--- src/rtl/wb_port_sched.sv ---
// Writeback-port scheduler: arbitrates late load returns, a small in-order deferral
// queue and the WB stage onto the single RF write port and single CSR write port.
module wb_port_sched #(
    parameter int DEPTH = 2,
    parameter int XLEN  = 64
) (
    input  logic                     clk,
    input  logic                     rst,
    input  logic                     wb_valid_i,
    input  logic                     wb_rf_we_i,
    input  logic [4:0]               wb_rd_i,
    input  logic [XLEN-1:0]          wb_data_i,
    input  logic                     wb_csr_we_i,
    input  logic [11:0]              wb_csr_addr_i,
    input  logic [XLEN-1:0]          wb_csr_data_i,
    input  logic                     ld_valid_i,
    input  logic [4:0]               ld_rd_i,
    input  logic [XLEN-1:0]          ld_data_i,
    input  logic [4:0]               rs1_addr_i,
    input  logic [4:0]               rs2_addr_i,
    output logic                     wb_stall_o,
    output logic                     rf_we_o,
    output logic [4:0]               rf_waddr_o,
    output logic [XLEN-1:0]          rf_wdata_o,
    output logic                     csr_we_o,
    output logic [11:0]              csr_waddr_o,
    output logic [XLEN-1:0]          csr_wdata_o,
    output logic                     rs1_pend_o,
    output logic                     rs2_pend_o,
    output logic [$clog2(DEPTH):0]   q_count_o
);

    localparam int PW = $clog2(DEPTH);
    localparam int CW = PW + 1;
    localparam logic [CW-1:0] FullCount = CW'(DEPTH);

    typedef struct packed {
        logic            rfWe;
        logic [4:0]      rd;
        logic [XLEN-1:0] data;
        logic            csrWe;
        logic [11:0]     csrAddr;
        logic [XLEN-1:0] csrData;
    } entry_t;

    entry_t           entry_q [DEPTH];
    logic [DEPTH-1:0] valid_q, valid_d;
    logic [PW-1:0]    wrPtr_q, rdPtr_q;
    logic [CW-1:0]    count_q;

    logic             qFull, qEmpty, accept, push, pop, bypass;
    entry_t           wbEntry, issueSrc;

    logic             rfWe_q, rfWe_d;
    logic [4:0]       rfWaddr_q, rfWaddr_d;
    logic [XLEN-1:0]  rfWdata_q, rfWdata_d;
    logic             csrWe_q, csrWe_d;
    logic [11:0]      csrWaddr_q, csrWaddr_d;
    logic [XLEN-1:0]  csrWdata_q, csrWdata_d;
    logic             rs1Pend, rs2Pend;

    assign qFull    = (count_q == FullCount);
    assign qEmpty   = (count_q == '0);
    assign accept   = wb_valid_i && !qFull;
    assign pop      = !ld_valid_i && !qEmpty;
    assign push     = accept && (ld_valid_i || !qEmpty);
    assign bypass   = accept && !ld_valid_i && qEmpty;
    assign wbEntry  = {wb_rf_we_i, wb_rd_i, wb_data_i, wb_csr_we_i, wb_csr_addr_i, wb_csr_data_i};
    assign issueSrc = qEmpty ? wbEntry : entry_q[rdPtr_q];

    // Port selection: load return first, then the queue head, then a bypassed WB input.
    always_comb begin
        rfWe_d     = 1'b0;
        rfWaddr_d  = '0;
        rfWdata_d  = '0;
        csrWe_d    = 1'b0;
        csrWaddr_d = '0;
        csrWdata_d = '0;
        if (ld_valid_i) begin
            rfWe_d    = (ld_rd_i != 5'd0);
            rfWaddr_d = ld_rd_i;
            rfWdata_d = ld_data_i;
        end else if (pop || bypass) begin
            rfWe_d     = issueSrc.rfWe && (issueSrc.rd != 5'd0);
            rfWaddr_d  = issueSrc.rd;
            rfWdata_d  = issueSrc.data;
            csrWe_d    = issueSrc.csrWe;
            csrWaddr_d = issueSrc.csrAddr;
            csrWdata_d = issueSrc.csrData;
        end
    end

    always_comb begin
        valid_d = valid_q;
        if (pop) begin
            valid_d[rdPtr_q] = 1'b0;
        end
        if (push) begin
            valid_d[wrPtr_q] = 1'b1;
        end
    end

    always_ff @(posedge clk or negedge rst) begin
        if (!rst) begin
            for (int i = 0; i < DEPTH; i++) begin
                entry_q[i] <= '0;
            end
            valid_q <= '0;
            wrPtr_q <= '0;
            rdPtr_q <= '0;
            count_q <= '0;
        end else begin
            if (push) begin
                entry_q[wrPtr_q] <= wbEntry;
                wrPtr_q          <= wrPtr_q + PW'(1);
            end
            if (pop) begin
                rdPtr_q <= rdPtr_q + PW'(1);
            end
            if (push && !pop) begin
                count_q <= count_q + CW'(1);
            end else if (pop && !push) begin
                count_q <= count_q - CW'(1);
            end
            valid_q <= valid_d;
        end
    end

    always_ff @(posedge clk or negedge rst) begin
        if (!rst) begin
            rfWe_q     <= 1'b0;
            rfWaddr_q  <= '0;
            rfWdata_q  <= '0;
            csrWe_q    <= 1'b0;
            csrWaddr_q <= '0;
            csrWdata_q <= '0;
        end else begin
            rfWe_q     <= rfWe_d;
            rfWaddr_q  <= rfWaddr_d;
            rfWdata_q  <= rfWdata_d;
            csrWe_q    <= csrWe_d;
            csrWaddr_q <= csrWaddr_d;
            csrWdata_q <= csrWdata_d;
        end
    end

    // Only queued writes count as hazards; x0 is never pending.
    always_comb begin
        rs1Pend = 1'b0;
        rs2Pend = 1'b0;
        for (int i = 0; i < DEPTH; i++) begin
            if (valid_q[i] && entry_q[i].rfWe) begin
                if (entry_q[i].rd == rs1_addr_i) begin
                    rs1Pend = 1'b1;
                end
                if (entry_q[i].rd == rs2_addr_i) begin
                    rs2Pend = 1'b1;
                end
            end
        end
        if (rs1_addr_i == 5'd0) begin
            rs1Pend = 1'b0;
        end
        if (rs2_addr_i == 5'd0) begin
            rs2Pend = 1'b0;
        end
    end

    assign wb_stall_o  = qFull;
    assign rf_we_o     = rfWe_q;
    assign rf_waddr_o  = rfWaddr_q;
    assign rf_wdata_o  = rfWdata_q;
    assign csr_we_o    = csrWe_q;
    assign csr_waddr_o = csrWaddr_q;
    assign csr_wdata_o = csrWdata_q;
    assign rs1_pend_o  = rs1Pend;
    assign rs2_pend_o  = rs2Pend;
    assign q_count_o   = count_q;

endmodule
--- config.mk ---
export PLATFORM = sky130hd
export DESIGN_NAME = wb_port_sched
export DESIGN_NICKNAME = d
export VERILOG_FILES = /design/src/rtl/wb_port_sched.sv
export SDC_FILE = /design/constraint.sdc
export NUM_CORES = 1
export LEC_CHECK = 0
export CAP_MARGIN = 5
export CORE_MARGIN = 2
export CORE_UTILIZATION = 40
export CTS_BUF_LIST = sky130_fd_sc_hd__clkbuf_8
export CTS_CLUSTER_DIAMETER = 50
export DETAILED_ROUTE_END_ITERATION = 12
export GPL_TIMING_DRIVEN = 0
export PLACE_DENSITY = 0.76
export SLEW_MARGIN = 20
export SYNTH_ARGS = -nofsm -noshare
export SYNTH_HDL_FRONTEND = slang
export SYNTH_SLANG_ARGS = --single-unit
export TNS_END_PERCENT = 100
--- constraint.sdc ---
create_clock -name clk -period 1.6 [get_ports clk]
set_clock_uncertainty 0.05 [all_clocks]
set_input_delay 0.32 -clock clk [delete_from_list [all_inputs] [get_ports clk]]
set_output_delay 0.32 -clock clk [all_outputs]
set_load 0.05 [all_outputs]
# Yosys cells after proc, flatten, opt, wreduce, memory -nomap -nowiden
# Index checks and enable logic that the tools add are counted.
# Widths: inputs -> output; s select.
totals:
  reg_bits: 447
  output_inout_bits: 152
  wordCells: 106
  in_bits: 230
classes:
  add_sub_neg: 4
  bitwise_logic: 5
  eq_ne: 5
  order_cmp: 7
  mux: 37
  reduce_logical: 26
op_table:
  columns: ["cell", "n"]
  rows:
  - ["$mux 147", 5]
  - ["$bwmux 294", 1]
  - ["$mux 64", 4]
  - ["$demux 147 s1", 1]
  - ["$mux 12", 2]
  - ["$eq 5x5->1", 4]
  - ["$mux 1", 16]
  - ["$logic_and 1x1->1", 13]
  - ["$logic_not 5->1", 2]
  - ["$mux 5", 2]
  - ["$reduce_bool 5->1", 2]
  - ["$mux 2", 4]
  - ["$logic_not 1->1", 5]
  - ["$ge 2x2->1 const B", 2]
  - ["$lt 1x2->1 const B", 2]
  - ["$not 1->2", 2]
  - ["$add 1x1->1 const B", 2]
  - ["$add 2x1->2 const B", 1]
  - ["$and 2x2->2", 1]
  - ["$demux 1 s1", 2]
  - ["$eq 2x2->1 const B", 1]
  - ["$ge 1x1->1 const B", 2]
  - ["$logic_not 2->1", 1]
  - ["$logic_or 1x1->1", 2]
  - ["other kinds (5)", 5]

# Logic depth before layout (Yosys ltp)
logic_depth:
  word_depth: 9
  ltp_mapped: 8
  depth_no_buf: 6

# Least setup slack after synthesis
# Ideal clock, no wire load.
synth_path:
  path_type: "reg2out"
  from: "register entry_q[145] (netlist name)"
  to: "output rs1_pend_o"
  path_slack_ps: -491
  path_stages_with_launch: 5
  n_path_buf: 0
  required_time_ps: 1230
  arrival_ps: 1721
  path_cell_list: "dfrtp_1 > xor2_1 > nor4_1 > nand4_1 > a21oi_1"
synth_via:
  elab_chain_cells: 4
synth_lines:
  columns: ["item", "line_no", "rtl"]
  rows:
  - ["start, declared", "46", "entry_t entry_q [DEPTH];"]
  - ["start signal, assigned by index", "114", "entry_q[wrPtr_q] <= wbEntry;"]
  - ["$eq 5x5->1", "153", "if (entry_q[i].rd == rs1_addr_i) begin"]
  - ["$mux 1", "153", null]
  - ["$mux 1", "152", "if (valid_q[i] && entry_q[i].rfWe) begin"]
  - ["$mux 1", "161", "if (rs1_addr_i == 5'd0) begin"]
  - ["end, declared", "28", "output logic rs1_pend_o,"]
# Every way passes these cells.

# Worst setup path after layout
layout_path:
  from: "register entry_q[290] (netlist name)"
  to: "output rs1_pend_o"
layout_via:
  elab_chain_cells: 6
layout_lines:
  columns: ["item", "line_no"]
  rows:
  - ["$eq 5x5->1 *", "153"]
  - ["$mux 1 *", "153"]
  - ["$mux 1 *", "152"]
  - ["$mux 1", "153"]
  - ["$mux 1 *", "152"]
  - ["$mux 1 *", "161"]
# Mark *: on every way between the ends. The rest lies on a longest branch, timed or not.

==> run_results.csv <==
group,metric,value,unit
global_route,grt_pass1_wl,105.0,mm
min_path,hold_class,"input pin to asynchronous set/reset pin",
placement,io_buffers,379,
placement,placed_area,25670,um2
setup_path,crit_cells,6,
clock_network,clockRootBuffer,"clkbuf_8",
clock_network,holdBufCountCts,1,
sta,timing.hold.ws,-455.8,ps
finish,syn_to_final_growth,58.21,%
clock_network,htreeDepth,3,
setup_path,crit_path_frequent_cell,"buf_6",
synthesis,yosys_most_used_dff,"dfrtp_1",
sta,hold_viol,68,
floorplanning,die_y,229.8,um
sta,timing.final.ws_setup,-926.4,ps
synthesis,yosys_warnings,0,
drt,wl_per_cell,24.49,um
flow_run,cap_viol_max_count,0,
drt,avgViaCountPerCell,5.415,
global_route,antenna_found_initial,3,
sta,max_slew_margin,26.83,%
placement,dp_hpwl,40.20,mm
synthesis,synthArstFlopShare,100.0,%
sta,setup_viol,450,
setup_path,path_max_fanout,3,
drt,drt_pass1_iterations,7,
finish,final_common_cell,"dfrtp_1",
outcome,violations,"hold timing, setup timing",
setup_path,r2r_cells,8,
synthesis,netlist_instances,1581,
floorplanning,die_area,52830,um2
global_route,gr-total-overflow,0,
setup_path,critical_path_class,"flop to output pin",
setup_path,start_kind,"flop",
sta,fin_tns_setup,-90890,ps
clock_network,clkTransAtPathRegs,60,ps
drt,drc_errors,0,
setup_path,cp-end-kind,"output pin",
sta,finalMaxSlewViolations,0,
drt,dr_total_vias,15735,
floorplanning,io_pins,382,
sta,rsz0062_at_grt,"yes",
outcome,status,"complete, but fails checks",
setup_path,crit_family,"simple AND/OR/NAND/NOR gates",
setup_path,crit_slowest_cell,"dfrtp_2",
finish,num-fill-cells,3401,
setup_path,critPathMaxStageDelay,420,ps
clock_network,cts_tree,"yes",
clock_network,cts_inserted_buffers,78,
sta,fin_crit_sh,157.9,%
placement,gp_congestion,0.8335,
floorplanning,die_w,229.8,um
sta,clock.fmax,395.8,MHz
finish,final_cell_mix,"dfrtp_1 (439), mux2_4 (254), clkdlybuf4s50_1 (226)",
synthesis,synth_cell_type_count,38,
synthesis,syn-cell-area,20400,um2
floorplanning,core,50270,um2
finish,fin_util,64.20,%
finish,layout-drive-gt1-share,47.45,%
sta,fin_crit,2526,ps
clock_network,cts_buffer_depth,3,
clock_network,cts.sinks,447,
clock_network,clk_latency,650,ps
synthesis,synth_fp_nets,1812,
drt,ant_nets,0,
synthesis,ys_ff_latch,447,
synthesis,ys_seq_area_share,54.83,%
finish,finalNetCount,2409,
finish,ff_latch_area,11200,um2
floorplanning,initial_core_util,40.58,%
finish,final_area,32280,um2
drt,drtIter0Drc,904,
global_route,grt_pass1_vias,17242,
power,irDropWorstVdd,1.515,mV
synthesis,postSynthAreaPerCell,12.90,um2
setup_path,required,1230,ps
finish,num_antenna_cells,0,
synthesis,synth_edf_count,0,
power,p_leak,14.85,nW
setup_path,path_cells,"buf_6 > xor2_4 > nor4_4 > nand4_1 > a21oi_2 > buf_6",
global_route,grt_use_total,25.87,%
sta,worstMarginPinSlew,1098,ps
floorplanning,fp-row-count,82,
setup_path,critPathArrivalTime,2160,ps
drt,wl,71.18,mm
global_route,grt_max_degree,105,
finish,multiInputGateArea,10380,um2
setup_path,critPathBufInv,2,
power,p_per_area,2369,nW/um2
power by group:
| part | total (mW) | leakage (nW) | internal, mW | switching, mW |
|---|---|---|---|---|
| sequential | 20.6 | 5.36 | 16.8 | 3.82 |
| clock | 10.6 | 0.896 | 5.71 | 4.91 |
| combinational | 45.2 | 8.60 | 23.6 | 21.6 |
metrics by stage:
stage	hold slack (ps)	setup slack [ps]	total power, mW	std cells
global placement	422.9	-20280	49.07	2632
finish	-455.8	-926.4	76.47	2906
CTS	-506.5	-943.2	72.06	2894
floorplan	-25.59	-223.6	41.07	1581
global route	-452.5	-1024	79.61	2906
detailed placement	218.9	-1302	49.72	2636
timing repair:
action	4_1_cts	5_1_grt
setup buffers	74	33
endpoints found under the hold margin	120	56
endpoints found under the setup margin	597	611
gates resized for setup	1491	276
gates cloned	50	8
pin swaps	158	167
synthesized netlist by cell type (2+ instances only):
cell type | number | share of area (%)
mux2i_1 | 147 | 7.2
buf_6 | 28 | 1.5
a22o_1 | 3 | 0.13
xnor2_1 | 6 | 0.26
o21ai_0 | 5 | 0.12
nand4_1 | 4 | 0.12
inv_1 | 66 | 1.2
buf_2 | 48 | 1.2
mux2_2 | 56 | 3.1
mux2_4 | 190 | 14
mux2_1 | 48 | 2.6
buf_1 | 9 | 0.17
a21oi_1 | 72 | 1.8
nor3_1 | 4 | 0.098
or4_1 | 2 | 0.074
clkbuf_1 | 36 | 0.66
buf_4 | 2 | 0.074
dfrtp_1 | 447 | 55
a31oi_1 | 77 | 2.4
nor4_1 | 5 | 0.15
a311oi_1 | 64 | 2.7
nand2_1 | 4 | 0.074
xor2_1 | 19 | 0.82
nor2_1 | 225 | 4.1
area by class of cell:
type	instances	share of cell area [%]
clock inverter	37	0.5931
clock buffer	99	4.221
multi-input combinational	945	32.16
timing repair buffer	526	20.34
buffer	114	4.621
inverter	66	0.7675
tap	672	2.605
sequential	447	34.69
path summary, 6_finish.rpt:
check	start	to	slack, ps
max in group asynchronous	rst	csr_waddr_o[8]$_DFF_PN0_	280
hold reg to reg	entry_q[12]$_DFFE_PN0P_	entry_q[12]$_DFFE_PN0P_	450
hold / removal	rst	rf_wdata_o[25]$_DFF_PN0_	-460
setup reg to reg	q_count_o[1]$_DFFE_PN0P_	entry_q[278]$_DFFE_PN0P_	-370
setup / recovery	entry_q[290]$_DFFE_PN0P_	rs1_pend_o	-930
min in group clk	ld_data_i[11]	rf_wdata_o[11]$_DFF_PN0_	170
kinds of logic (layout without fill, tap and decap cells):
logic type,Yosys count,in the layout,synth area share [%]
xor+xnor,25,25,1.073
flops,447,447,54.83
fa+ha+maj,1,1,0.06132
compound gates,225,225,7.286
mux,441,441,26.93
buf+inv,189,842,4.839
simple gates,253,253,4.980
flip-flops by register name, summed over array words and instances, names as in the netlist:
register	flops
entry_q	294
csr_wdata_o	64
rf_wdata_o	64
csr_waddr_o	12
rf_waddr_o	5
q_count_o	2
valid_q	2
csr_we_o	1
rdPtr_q	1
rf_we_o	1
wrPtr_q	1
per-layer routing:
| layer | routed length (um) | global-route usage (%) | up-vias |
|---|---|---|---|
| li1 | - | - | 6789 |
| met1 | 28500 | 32.10 | 8101 |
| met2 | 35400 | 43.89 | 662 |
| met3 | 4591 | 5.729 | 179 |
| met4 | 2660 | 10.16 | 4 |
| met5 | 29 | 0 | - |
No activity file was read; power rests on OpenSTA's default activity.
